## config.mk

```make
export PLATFORM = sky130hd
export DESIGN_NAME = uart_tx_engine
export DESIGN_NICKNAME = d
export VERILOG_FILES = /design/src/rtl/uart_pkg.sv /design/src/rtl/uart_sync_fifo.sv /design/src/rtl/uart_tx_engine.sv
export SDC_FILE = /design/constraint.sdc
export NUM_CORES = 1
export LEC_CHECK = 0
export CORE_UTILIZATION = 59
export CTS_BUF_LIST = sky130_fd_sc_hd__clkbuf_4 sky130_fd_sc_hd__clkbuf_8 sky130_fd_sc_hd__clkbuf_16
export DETAILED_ROUTE_END_ITERATION = 12
export PLACE_DENSITY_LB_ADDON = 0.1
export SYNTH_ARGS = -nofsm -noshare
export SYNTH_HDL_FRONTEND = slang
export SYNTH_SLANG_ARGS = --single-unit
```

## constraint.sdc

```tcl
create_clock -name PCLK -period 5.2 [get_ports PCLK]
set_clock_uncertainty 0.05 [all_clocks]
set_input_delay 0.52 -clock PCLK [delete_from_list [all_inputs] [get_ports PCLK]]
set_output_delay 0.52 -clock PCLK [all_outputs]
set_load 0.005 [all_outputs]
```

## src/rtl/uart_pkg.sv

```systemverilog
// Shared types and helpers for the UART transmit path.
package uart_pkg;

  // Line level while nothing is being sent (mark).
  localparam logic UART_IDLE_LEVEL = 1'b1;

  // Encoded word length as carried by the line-control config.
  typedef enum logic [1:0] {
    WLEN_5 = 2'd0,
    WLEN_6 = 2'd1,
    WLEN_7 = 2'd2,
    WLEN_8 = 2'd3
  } wlen_e;

  // Serializer phases; everything except TX_IDLE counts as busy.
  typedef enum logic [2:0] {
    TX_IDLE   = 3'd0,
    TX_START  = 3'd1,
    TX_DATA   = 3'd2,
    TX_PARITY = 3'd3,
    TX_STOP   = 3'd4
  } tx_state_e;

  // Parity bit for a word of the given length. Stick parity ignores the
  // data and sends the inverse of eps; otherwise even parity (eps=1) is the
  // XOR of the data bits and odd parity is its inverse.
  function automatic logic uart_parity(input logic [7:0] data, input wlen_e wlen,
                                       input logic eps, input logic sps);
    logic x;
    x = 1'b0;
    for (int i = 0; i < 8; i++) begin
      if (i < 5 + int'(wlen)) x = x ^ data[i];
    end
    if (sps) return !eps;
    return eps ? x : !x;
  endfunction

endpackage

```

## src/rtl/uart_sync_fifo.sv

```systemverilog
// Single-clock FIFO with occupancy count; head word is visible on pop_data.
module uart_sync_fifo #(
  parameter int WIDTH = 8,
  parameter int DEPTH = 16
) (
  input  logic                   clk,
  input  logic                   rst,
  input  logic                   push,
  input  logic [WIDTH-1:0]       push_data,
  input  logic                   pop,
  output logic [WIDTH-1:0]       pop_data,
  output logic [$clog2(DEPTH):0] count,
  output logic                   full,
  output logic                   empty
);

  localparam int AW = $clog2(DEPTH);
  localparam int CW = AW + 1;

  logic [WIDTH-1:0] mem [DEPTH];
  logic [AW-1:0]    wr_ptr, rd_ptr;
  logic             do_push, do_pop;

  // Flags come straight off the registered count so they move with it.
  assign full     = (count == CW'(DEPTH));
  assign empty    = (count == '0);
  assign do_push  = push && !full;
  assign do_pop   = pop && !empty;
  assign pop_data = mem[rd_ptr];

  // Storage array; no reset needed since reads are gated by the count.
  always_ff @(posedge clk) begin
    if (do_push) mem[wr_ptr] <= push_data;
  end

  // Pointers wrap naturally because DEPTH is a power of two.
  always_ff @(posedge clk) begin
    if (rst) begin
      wr_ptr <= '0;
      rd_ptr <= '0;
      count  <= '0;
    end else begin
      if (do_push) wr_ptr <= wr_ptr + AW'(1);
      if (do_pop)  rd_ptr <= rd_ptr + AW'(1);
      case ({do_push, do_pop})
        2'b10:   count <= count + CW'(1);
        2'b01:   count <= count - CW'(1);
        default: count <= count;
      endcase
    end
  end

endmodule

```

## src/rtl/uart_tx_engine.sv

```systemverilog
// UART transmitter: TX FIFO, frame serializer with per-frame latched line
// control, baud down-counter, CTS gating, break and level TX interrupt.
module uart_tx_engine
  import uart_pkg::*;
#(
  parameter int DATA_W     = 8,
  parameter int FIFO_DEPTH = 16,
  parameter int DIV_W      = 16
) (
  input  logic                        PCLK,
  input  logic                        PRESET,
  input  logic                        wr_valid,
  input  logic [DATA_W-1:0]           wr_data,
  output logic                        wr_ready,
  input  logic                        cfg_en,
  input  logic [1:0]                  cfg_wlen,
  input  logic                        cfg_pen,
  input  logic                        cfg_eps,
  input  logic                        cfg_sps,
  input  logic                        cfg_stp2,
  input  logic                        cfg_brk,
  input  logic [DIV_W-1:0]            cfg_divisor,
  input  logic [$clog2(FIFO_DEPTH):0] cfg_txlvl,
  input  logic                        cfg_ctsen,
  input  logic                        nUARTCTS,
  output logic                        UARTTXD,
  output logic                        tx_busy,
  output logic                        tx_fifo_full,
  output logic                        tx_fifo_empty,
  output logic [$clog2(FIFO_DEPTH):0] tx_fifo_count,
  output logic                        UARTTXINTR
);

  logic [DATA_W-1:0] fifo_head;
  logic              fifo_pop;

  uart_sync_fifo #(
    .WIDTH (DATA_W),
    .DEPTH (FIFO_DEPTH)
  ) u_fifo (
    .clk       (PCLK),
    .rst       (PRESET),
    .push      (wr_valid),
    .push_data (wr_data),
    .pop       (fifo_pop),
    .pop_data  (fifo_head),
    .count     (tx_fifo_count),
    .full      (tx_fifo_full),
    .empty     (tx_fifo_empty)
  );

  assign wr_ready = !tx_fifo_full;

  tx_state_e         state;
  logic [DIV_W-1:0]  baud_cnt;   // cycles left in the current bit, minus one
  logic [DIV_W-1:0]  div_q;      // bit period latched at frame start
  logic [2:0]        bit_cnt;    // data bit index, or second-stop flag in STOP
  logic [DATA_W-1:0] shreg;
  wlen_e             wlen_q;
  logic              pen_q, stp2_q, par_q;

  logic [DIV_W-1:0]  div_eff;
  logic              start_ok, bit_done, last_data, last_stop, launch, line_lvl;

  assign tx_busy = (state != TX_IDLE);

  // Start gating, bit boundaries and the level the serializer wants on the line.
  always_comb begin
    div_eff   = (cfg_divisor == '0) ? DIV_W'(1) : cfg_divisor;
    start_ok  = cfg_en && !tx_fifo_empty && (!cfg_ctsen || !nUARTCTS);
    bit_done  = (baud_cnt == '0);
    // Last data bit index is wlen+4, i.e. {1, wlen} in three bits.
    last_data = (bit_cnt == {1'b1, wlen_q});
    last_stop = (state == TX_STOP) && bit_done && (!stp2_q || bit_cnt[0]);
    // A new frame can start from idle or directly off the final stop bit.
    launch    = start_ok && ((state == TX_IDLE) || last_stop);
    fifo_pop  = launch;
    line_lvl  = UART_IDLE_LEVEL;
    case (state)
      TX_START:  line_lvl = 1'b0;
      TX_DATA:   line_lvl = shreg[0];
      TX_PARITY: line_lvl = par_q;
      TX_STOP:   line_lvl = 1'b1;
      default:   line_lvl = UART_IDLE_LEVEL;
    endcase
  end

  // Frame serializer: latches line control on launch, walks the bit phases.
  always_ff @(posedge PCLK) begin
    if (PRESET) begin
      state    <= TX_IDLE;
      baud_cnt <= '0;
      div_q    <= DIV_W'(1);
      bit_cnt  <= '0;
      shreg    <= '0;
      wlen_q   <= WLEN_8;
      pen_q    <= 1'b0;
      stp2_q   <= 1'b0;
      par_q    <= 1'b0;
      UARTTXD  <= UART_IDLE_LEVEL;
    end else begin
      // Line follows the state one cycle later; break overrides it.
      UARTTXD <= cfg_brk ? 1'b0 : line_lvl;
      if (launch) begin
        state    <= TX_START;
        shreg    <= fifo_head;
        div_q    <= div_eff;
        baud_cnt <= div_eff - DIV_W'(1);
        bit_cnt  <= '0;
        wlen_q   <= wlen_e'(cfg_wlen);
        pen_q    <= cfg_pen;
        stp2_q   <= cfg_stp2;
        par_q    <= uart_parity(8'(fifo_head), wlen_e'(cfg_wlen), cfg_eps, cfg_sps);
      end else if (state != TX_IDLE) begin
        if (!bit_done) begin
          baud_cnt <= baud_cnt - DIV_W'(1);
        end else begin
          baud_cnt <= div_q - DIV_W'(1);
          case (state)
            TX_START: begin
              state   <= TX_DATA;
              bit_cnt <= '0;
            end
            TX_DATA: begin
              shreg <= shreg >> 1;
              if (last_data) begin
                state   <= pen_q ? TX_PARITY : TX_STOP;
                bit_cnt <= '0;
              end else begin
                bit_cnt <= bit_cnt + 3'd1;
              end
            end
            TX_PARITY: begin
              state   <= TX_STOP;
              bit_cnt <= '0;
            end
            TX_STOP: begin
              if (last_stop) state <= TX_IDLE;
              else           bit_cnt <= 3'd1;
            end
            default: state <= TX_IDLE;
          endcase
        end
      end
    end
  end

  // Level interrupt: FIFO at or below threshold while enabled.
  always_ff @(posedge PCLK) begin
    if (PRESET) UARTTXINTR <= 1'b0;
    else        UARTTXINTR <= cfg_en && (tx_fifo_count <= cfg_txlvl);
  end

endmodule

```

# Yosys cells after proc, flatten, opt, wreduce, memory -nomap -nowiden
# Memories as Yosys holds them, arrays and structs flattened. A register that Yosys moved wholly into a read port is not among the register bits.
# Cells that the tools add are included.
# word_totals
regBits,66
ram_bits,128
input_bits,42
output_inout_bits,11
wordCells,143
memories,1
# op_classes
add_sub_neg,9
n_lt_le_gt_ge,9
eq_ne,13
mux,55
bitwise,7
n_reduce_logical,34
# memory_table
memory,words,word_bits,rd,rd_ports_with_merged_regs,wr,line_no,rtl
u_fifo.mem,16,8,1,1,1,uart_sync_fifo.sv:20,logic [WIDTH-1:0] mem [DEPTH];
# ops
op,n
4-bit by 32-bit less-than comparator with 1-bit output (first input constant),3
3-bit by 32-bit less-than comparator with 1-bit output (first input constant),2
16-bit 2-to-1 mux,4
16-bit by 1-bit subtractor with 16-bit output (second input constant),3
1-bit 2-to-1 mux,36
16-bit logical NOT,2
1-bit by 32-bit less-than comparator with 1-bit output (first input constant),1
2-bit by 32-bit less-than comparator with 1-bit output (first input constant),1
8-bit 2-to-1 mux,4
3-bit 2-to-1 mux,5
3-bit case mux with 4 select lines,1
4-bit AND reduction,3
5-bit case mux with 2 select lines,1
3-bit case mux with 3 select lines,1
4-bit by 1-bit adder with 4-bit output (second input constant),2
1-bit logical AND,8
4-bit 2-to-1 mux,2
2-bit nonzero test,4
1-bit logical NOT,7
1-bit bitwise XOR,7
3-bit by 2-bit == test with 1-bit output (second input constant),2
2-bit inequality test (second input constant),3
3-bit by 2-bit inequality test with 1-bit output (second input constant),2
3-bit nonzero test,2
other kinds (18),21

# Logic depth before layout (Yosys ltp)
# logic_depth
word_depth,38
mapped_depth,17
depth_no_buf,14

# Hierarchy
# Synthesis repeated with hierarchy kept, for this count alone.
# unflattened
cells_unflattened,729
hier_area_um2,9200.1
# by_module_without_submodules
mod,n_inst,cells_each,area_each_um2,seq_area_each_um2
uart_sync_fifo,1,305,5974.5,4184.0
uart_tx_engine,1,424,3225.6,1061.0

# Worst setup path after synthesis
# Ideal clock, no wire load.
# synth_timing
path_kind,reg-to-reg
from,register baud_cnt[9]
to,register u_fifo.count[4]
setup_ps,70
t_arrival_ps,3529
required_time_ps,5080
path_slack_ps,1550
stages_incl_launch_ff,17
n_path_buf,2
synth_period_minus_slack_ps,3650
cell_sequence,dfxtp_1 -> nor4_4 -> nand4_4 -> o21ai_1 -> nand2_1 -> clkinv_1 -> clkbuf_1 -> buf_1 -> ha_1 -> inv_1 -> fa_1 -> inv_1 -> a21o_1 -> a21oi_1 -> xnor2_1 -> or3_1 -> a21oi_1
# synth_via
elab_chain_len,8
elab_cells_between_ends,10
cone_classes,eq/ne (2); mux (1); reduce/logical (7)
# synth_lines
item,line_no,rtl
from (decl),uart_tx_engine.sv:55,logic [DIV_W-1:0] baud_cnt;
from (signal assigned),uart_tx_engine.sv:108,baud_cnt <= div_eff - DIV_W'(1);
from (signal assigned),uart_tx_engine.sv:116,baud_cnt <= baud_cnt - DIV_W'(1);
from (signal assigned),uart_tx_engine.sv:118,baud_cnt <= div_q - DIV_W'(1);
16-bit logical NOT (*),uart_tx_engine.sv:71,bit_done = (baud_cnt == '0);
1-bit logical AND (*) (2 in a row),uart_tx_engine.sv:74,last_stop = (state == TX_STOP) && bit_done && (!stp2_q || bit_cnt[0]);
1-bit logical OR (*),uart_tx_engine.sv:76,launch = start_ok && ((state == TX_IDLE) || last_stop);
1-bit logical AND (*),uart_tx_engine.sv:76,
1-bit logical AND (*),uart_sync_fifo.sv:28,assign do_pop = pop && !empty;
net u_fifo.do_pop,uart_sync_fifo.sv:22,"logic do_push, do_pop;"
2-bit by 1-bit == test with 1-bit output / 2-bit == test (equally long branches),uart_sync_fifo.sv:45,"case ({do_push, do_pop})"
5-bit case mux with 2 select lines / 2-bit nonzero test (equally long branches),n/a,
to (signal assigned),uart_sync_fifo.sv:46,2'b10: count <= count + CW'(1);
to (signal assigned),uart_sync_fifo.sv:47,2'b01: count <= count - CW'(1);
to (signal assigned),uart_sync_fifo.sv:48,default: count <= count;
to (decl),uart_sync_fifo.sv:12,"output logic [$clog2(DEPTH):0] count,"
# The timed path passes the listed nets; every way through them passes the cells marked *.
# A chain may end at the register's enable or synchronous reset.

# Worst setup path after layout
# layout_timing
from,register baud_cnt[7]
to,register u_fifo.count[4]
# layout_via
elab_chain_len,8
elab_cells_between_ends,10
cone_classes,eq/ne (2); mux (1); reduce/logical (7)
# layout_lines
item,line_no
16-bit logical NOT (*),uart_tx_engine.sv:71
1-bit logical AND (*) (2 in a row),uart_tx_engine.sv:74
1-bit logical OR (*),uart_tx_engine.sv:76
1-bit logical AND (*),uart_tx_engine.sv:76
1-bit logical AND (*),uart_sync_fifo.sv:28
2-bit by 1-bit == test with 1-bit output / 2-bit == test (equally long branches),uart_sync_fifo.sv:45
5-bit case mux with 2 select lines / 2-bit nonzero test (equally long branches),n/a
# Mark *: on every way between the ends. The rest lies on a longest branch, timed or not.

==> results <==
- The run finished, with violations left.
- The checks that failed: DRC.
- The floorplan step defined a die boundary enclosing 15590 µm².
- Across the run, the number of max-cap violations was 0.
- The register area is roughly 5200 µm².
- The site row count is 44.
- The startpoint class of the critical path is a flip-flop.
- The number of flops mapped to enable cells by yosys is about 130.
- The dominant register cell in the synthesized netlist is sky130_fd_sc_hd__edfxtp_1.
- Global routing consumed, over all layers together, 25.80% of the routing resources.
- In the layout the commonest cells are 128 x sky130_fd_sc_hd__edfxtp_1, 76 x sky130_fd_sc_hd__nand2_1, 70 x sky130_fd_sc_hd__nor2_1.
- Measured along the y axis, the die boundary spans 124.9 µm.
- The time the worst path needs with I/O delays and setup is about 3.9 ns.
- After filler insertion, the fill cell instance count of the layout stands at 990.
- The first TritonRoute pass finished after 9 iterations.
- The worst-case vdd ir drop is 0.3235 mV.
- The first global-routing pass estimated 30560 µm of wire.
- In this run the count of I/O pins placed on the die edge is 53.
- Setup violations remaining at the end of the flow were counted as 0.
- Tracing the worst setup path back leads to its startpoint at baud_cnt[7].
- After routing, the total negative slack on setup checks comes to 0 ns.
- The remaining global-route overflow is 0.
- The routability-driven placement congestion ratio is approximately 1.0.
- The clock reaches the later pin of the worst-skew pair after 0.44 ns.
- The critical path class is flip-flop to flip-flop.
- The cell area power density is 503.4 nW/µm².
- The number of routed nets with antenna violations is 0.
- The clock transition at the registers of the reported paths is 0.07 ns.
- The area of the multi-input gates is 3408 µm².
- For this design, the sink count on the clock tree is 198.
- STA puts the critical path data arrival time at 4.20 ns.
- The starting DRC count in detailed routing is 593.
- The distinct cell type count of the synthesized netlist is between 60 and 70.
- The overall via count from detail_route is 5966.
- The count of cells along the worst register-to-register path is 14.
- The number of remaining DRC errors is 8.
- The share of synthesized registers carrying an async set or reset is 0%.
- The number of max-slew violations in the final report is 0.
- In this run the tightest slew margin relative to its limit is around a quarter.
- The capture point of the critical path is u_fifo.count[4].
- In this run the worst path has a maximum fanout of 19.
- The leakage power summed over all cells is roughly 3.4 nW.
- The cell at the root of the clock tree is sky130_fd_sc_hd__clkbuf_16.
- The total routed wirelength is 19030 µm.
- The number of antenna violations at the first check in global routing is 0.
- The die is 124.9 µm wide.
- 0 antenna diodes ended up in the layout.
- The area growth from synthesis to final layout is 13.26%.
- The count of final hold-check violations is 0.
- The longest clock path from root to sink contains 2 buffers.
- The sum of net half-perimeters after detailed placement is 12640 µm.
- The pin count of the biggest net entering global routing is 70.
- The cell count after synthesis came out at 721.
- The worst setup path is captured at a flip-flop.
- Summing internal, switching and leakage power gives 5.077 mW.
- The CTS tree is done.
- The worst stage delay on the critical path is 0.44 ns.
- For this configuration, the core starts out at a cell density of 60.81%.
- The standard cell with the maximum stage delay on the critical path is sky130_fd_sc_hd__o21ai_1.
- The H-tree depth is 4.
- In this run the mean area of a mapped cell was roughly 12 µm².
- The peak clock frequency supported by timing is 256.9 MHz.
- The worst register-to-register path ends at u_fifo.count[4].
- During placement, the flow inserted port buffers numbering 52.
- The post-cts sizing count is 0.
- The total number of yosys warnings is 0.
- The average vias per placed instance is 6.228.
- The worst path uses 74.86% of the clock period.
- The area of the mapped netlist is 8905 µm².
- For the worst setup path, the data required time is approximately 5.5 ns.
- Setup repair after global routing left no endpoint under its margin.
- The post-route netlist has between 10% and 20% of its cells at a drive strength greater than 1.
- After the last flow step, the layout net total stands at 820.
- The path category of the worst min-delay check is flip-flop to flip-flop.
- Traced cell by cell, the critical path runs through nor4_4 -> nand4_4 -> o21ai_1 -> nand2_2 -> clkinv_1 -> ha_1 -> inv_1 -> fa_1 -> inv_1 -> a21o_1 -> a21oi_1 -> xnor2_1 -> or3_1 -> a21oi_1.
- The slew of the pin with the lowest slew margin is about 1.1 ns.
- Leaving out fill and tap cells, the most frequent cell in the layout is sky130_fd_sc_hd__edfxtp_1.
- Summing the sequential cell areas from Yosys gives 58.90% of the chip area.
- In this run the critical register-to-register path is launched from baud_cnt[7].
- After floorplanning, the core was sized to cover 14640 µm².
- Synthesis inferred ~200 register bits.
- The average routed wire per standard cell is between 15 and 20 µm.
- The buffer count from post-CTS setup fixing is 0.
- The number of buffers inserted by hold repair at cts is 0.
- The via count of the first global-routing pass is 5848.
- The number of buffers added by the clock tree synthesis step is 17.
- The number of nets handed over by synthesis was 780.
- For flop-to-flop paths, the worst setup slack is 1.31 ns.
[stage by stage]
step	utilization [%]	setup slack, ns	hold WS (ns)	cell area [µm²]	instances
2_1_floorplan	-	1.550	0.3863	8905	721
3_3_place_gp	65.11	1.418	0.3954	9535	926
3_5_place_dp	65.11	1.198	0.3965	9535	926
4_1_cts	68.87	1.333	0.4127	10090	958
5_1_grt	68.87	0.9821	0.4351	10090	958
6_report	68.87	1.307	0.4119	10090	958
[state kept, by name, indices dropped and copies added, names as in the netlist, 2 cells and up, named ones only]
register / flops
u_fifo.mem: 128
u_fifo.rd_ptr: 4
div_q: 16
wlen_q: 2
u_fifo.count: 5
u_fifo.wr_ptr: 4
bit_cnt: 3
baud_cnt: 16
shreg: 8
state: 3
[synth_stat cells, types with 4 or more instances]
| master | number | area (µm²) |
|---|---|---|
| sky130_fd_sc_hd__a311oi_1 | 10 | 87.58 |
| sky130_fd_sc_hd__clkbuf_1 | 26 | 97.59 |
| sky130_fd_sc_hd__ha_1 | 16 | 200.2 |
| sky130_fd_sc_hd__inv_1 | 17 | 63.81 |
| sky130_fd_sc_hd__a22oi_1 | 7 | 52.55 |
| sky130_fd_sc_hd__edfxtp_1 | 128 | 3844 |
| sky130_fd_sc_hd__buf_2 | 5 | 25.02 |
| sky130_fd_sc_hd__dfxtp_1 | 70 | 1401 |
| sky130_fd_sc_hd__nor4_4 | 4 | 85.08 |
| sky130_fd_sc_hd__nand2_1 | 77 | 289.0 |
| sky130_fd_sc_hd__xnor2_1 | 14 | 122.6 |
| sky130_fd_sc_hd__a21o_1 | 4 | 30.03 |
| sky130_fd_sc_hd__o211ai_1 | 4 | 30.03 |
| sky130_fd_sc_hd__o21ai_0 | 23 | 115.1 |
| sky130_fd_sc_hd__nand2b_1 | 4 | 25.02 |
| sky130_fd_sc_hd__a21oi_1 | 56 | 280.3 |
| sky130_fd_sc_hd__nor2b_1 | 5 | 31.28 |
| sky130_fd_sc_hd__o2111ai_1 | 4 | 35.03 |
| sky130_fd_sc_hd__mux4_2 | 35 | 788.3 |
| sky130_fd_sc_hd__buf_1 | 5 | 18.77 |
| sky130_fd_sc_hd__buf_6 | 4 | 45.04 |
| sky130_fd_sc_hd__a211oi_1 | 15 | 112.6 |
| sky130_fd_sc_hd__or3_1 | 5 | 31.28 |
| sky130_fd_sc_hd__nand3_1 | 29 | 145.1 |
| sky130_fd_sc_hd__nor3_1 | 13 | 65.06 |
| sky130_fd_sc_hd__nor2_1 | 70 | 262.8 |
| sky130_fd_sc_hd__xor2_1 | 12 | 105.1 |
| sky130_fd_sc_hd__nand3b_1 | 4 | 30.03 |
[area by class of cell]
cell class                 count  area share [%]
sequential                   198           52.02
multi-input combinational    465           33.79
timing repair buffer          61           5.781
clock buffer                  18           4.292
tap                          184           2.283
clock inverter                14           1.166
inverter                      18          0.6699
[worst min path at each step]
stage | to | cells past startpoint | start | slack, ns
floorplan | stp2_q | 2 | stp2_q | 0.39
global placement | div_q[13] | 2 | div_q[13] | 0.40
detailed placement | stp2_q | 2 | stp2_q | 0.40
CTS | div_q[13] | 2 | div_q[13] | 0.41
global route | div_q[13] | 2 | div_q[13] | 0.44
finish | div_q[13] | 2 | div_q[13] | 0.41
[critical path: cells and delay by family, from the launching register on]
| family | cells | cell delay [ns] |
|---|---|---|
| simple gates | 4 | 1.21 |
| compound gates | 4 | 0.78 |
| fa+ha+maj | 2 | 0.72 |
| buf+inv | 3 | 0.58 |
| flops | 1 | 0.35 |
| xor+xnor | 1 | 0.13 |
[per-layer routing]
layer	vias to the layer above	wire, µm	global-route usage (%)
met5	-	0	0
met4	0	392	8.393
li1	2791	-	-
met2	182	9775	44.55
met1	2962	8025	32.05
met3	31	833	6.143
[kinds of logic after synthesis]
logic type,count (synthesis),share of synthesized area [%]
compound gates,144,10.38
xor+xnor,28,2.993
fa+ha+maj,17,2.473
buf+inv,58,2.852
flops,198,58.90
mux,39,9.330
simple gates,237,13.07
[power breakdown]
part / switching [mW] / internal (mW) / leakage, nW
registers: 0.193 / 1.83 / 1.73
logic: 1.01 / 0.810 / 1.38
clock network: 0.601 / 0.632 / 0.269
total: 1.80 / 3.28 / 3.38
Note: power is estimated with default switching activity, not from simulation.
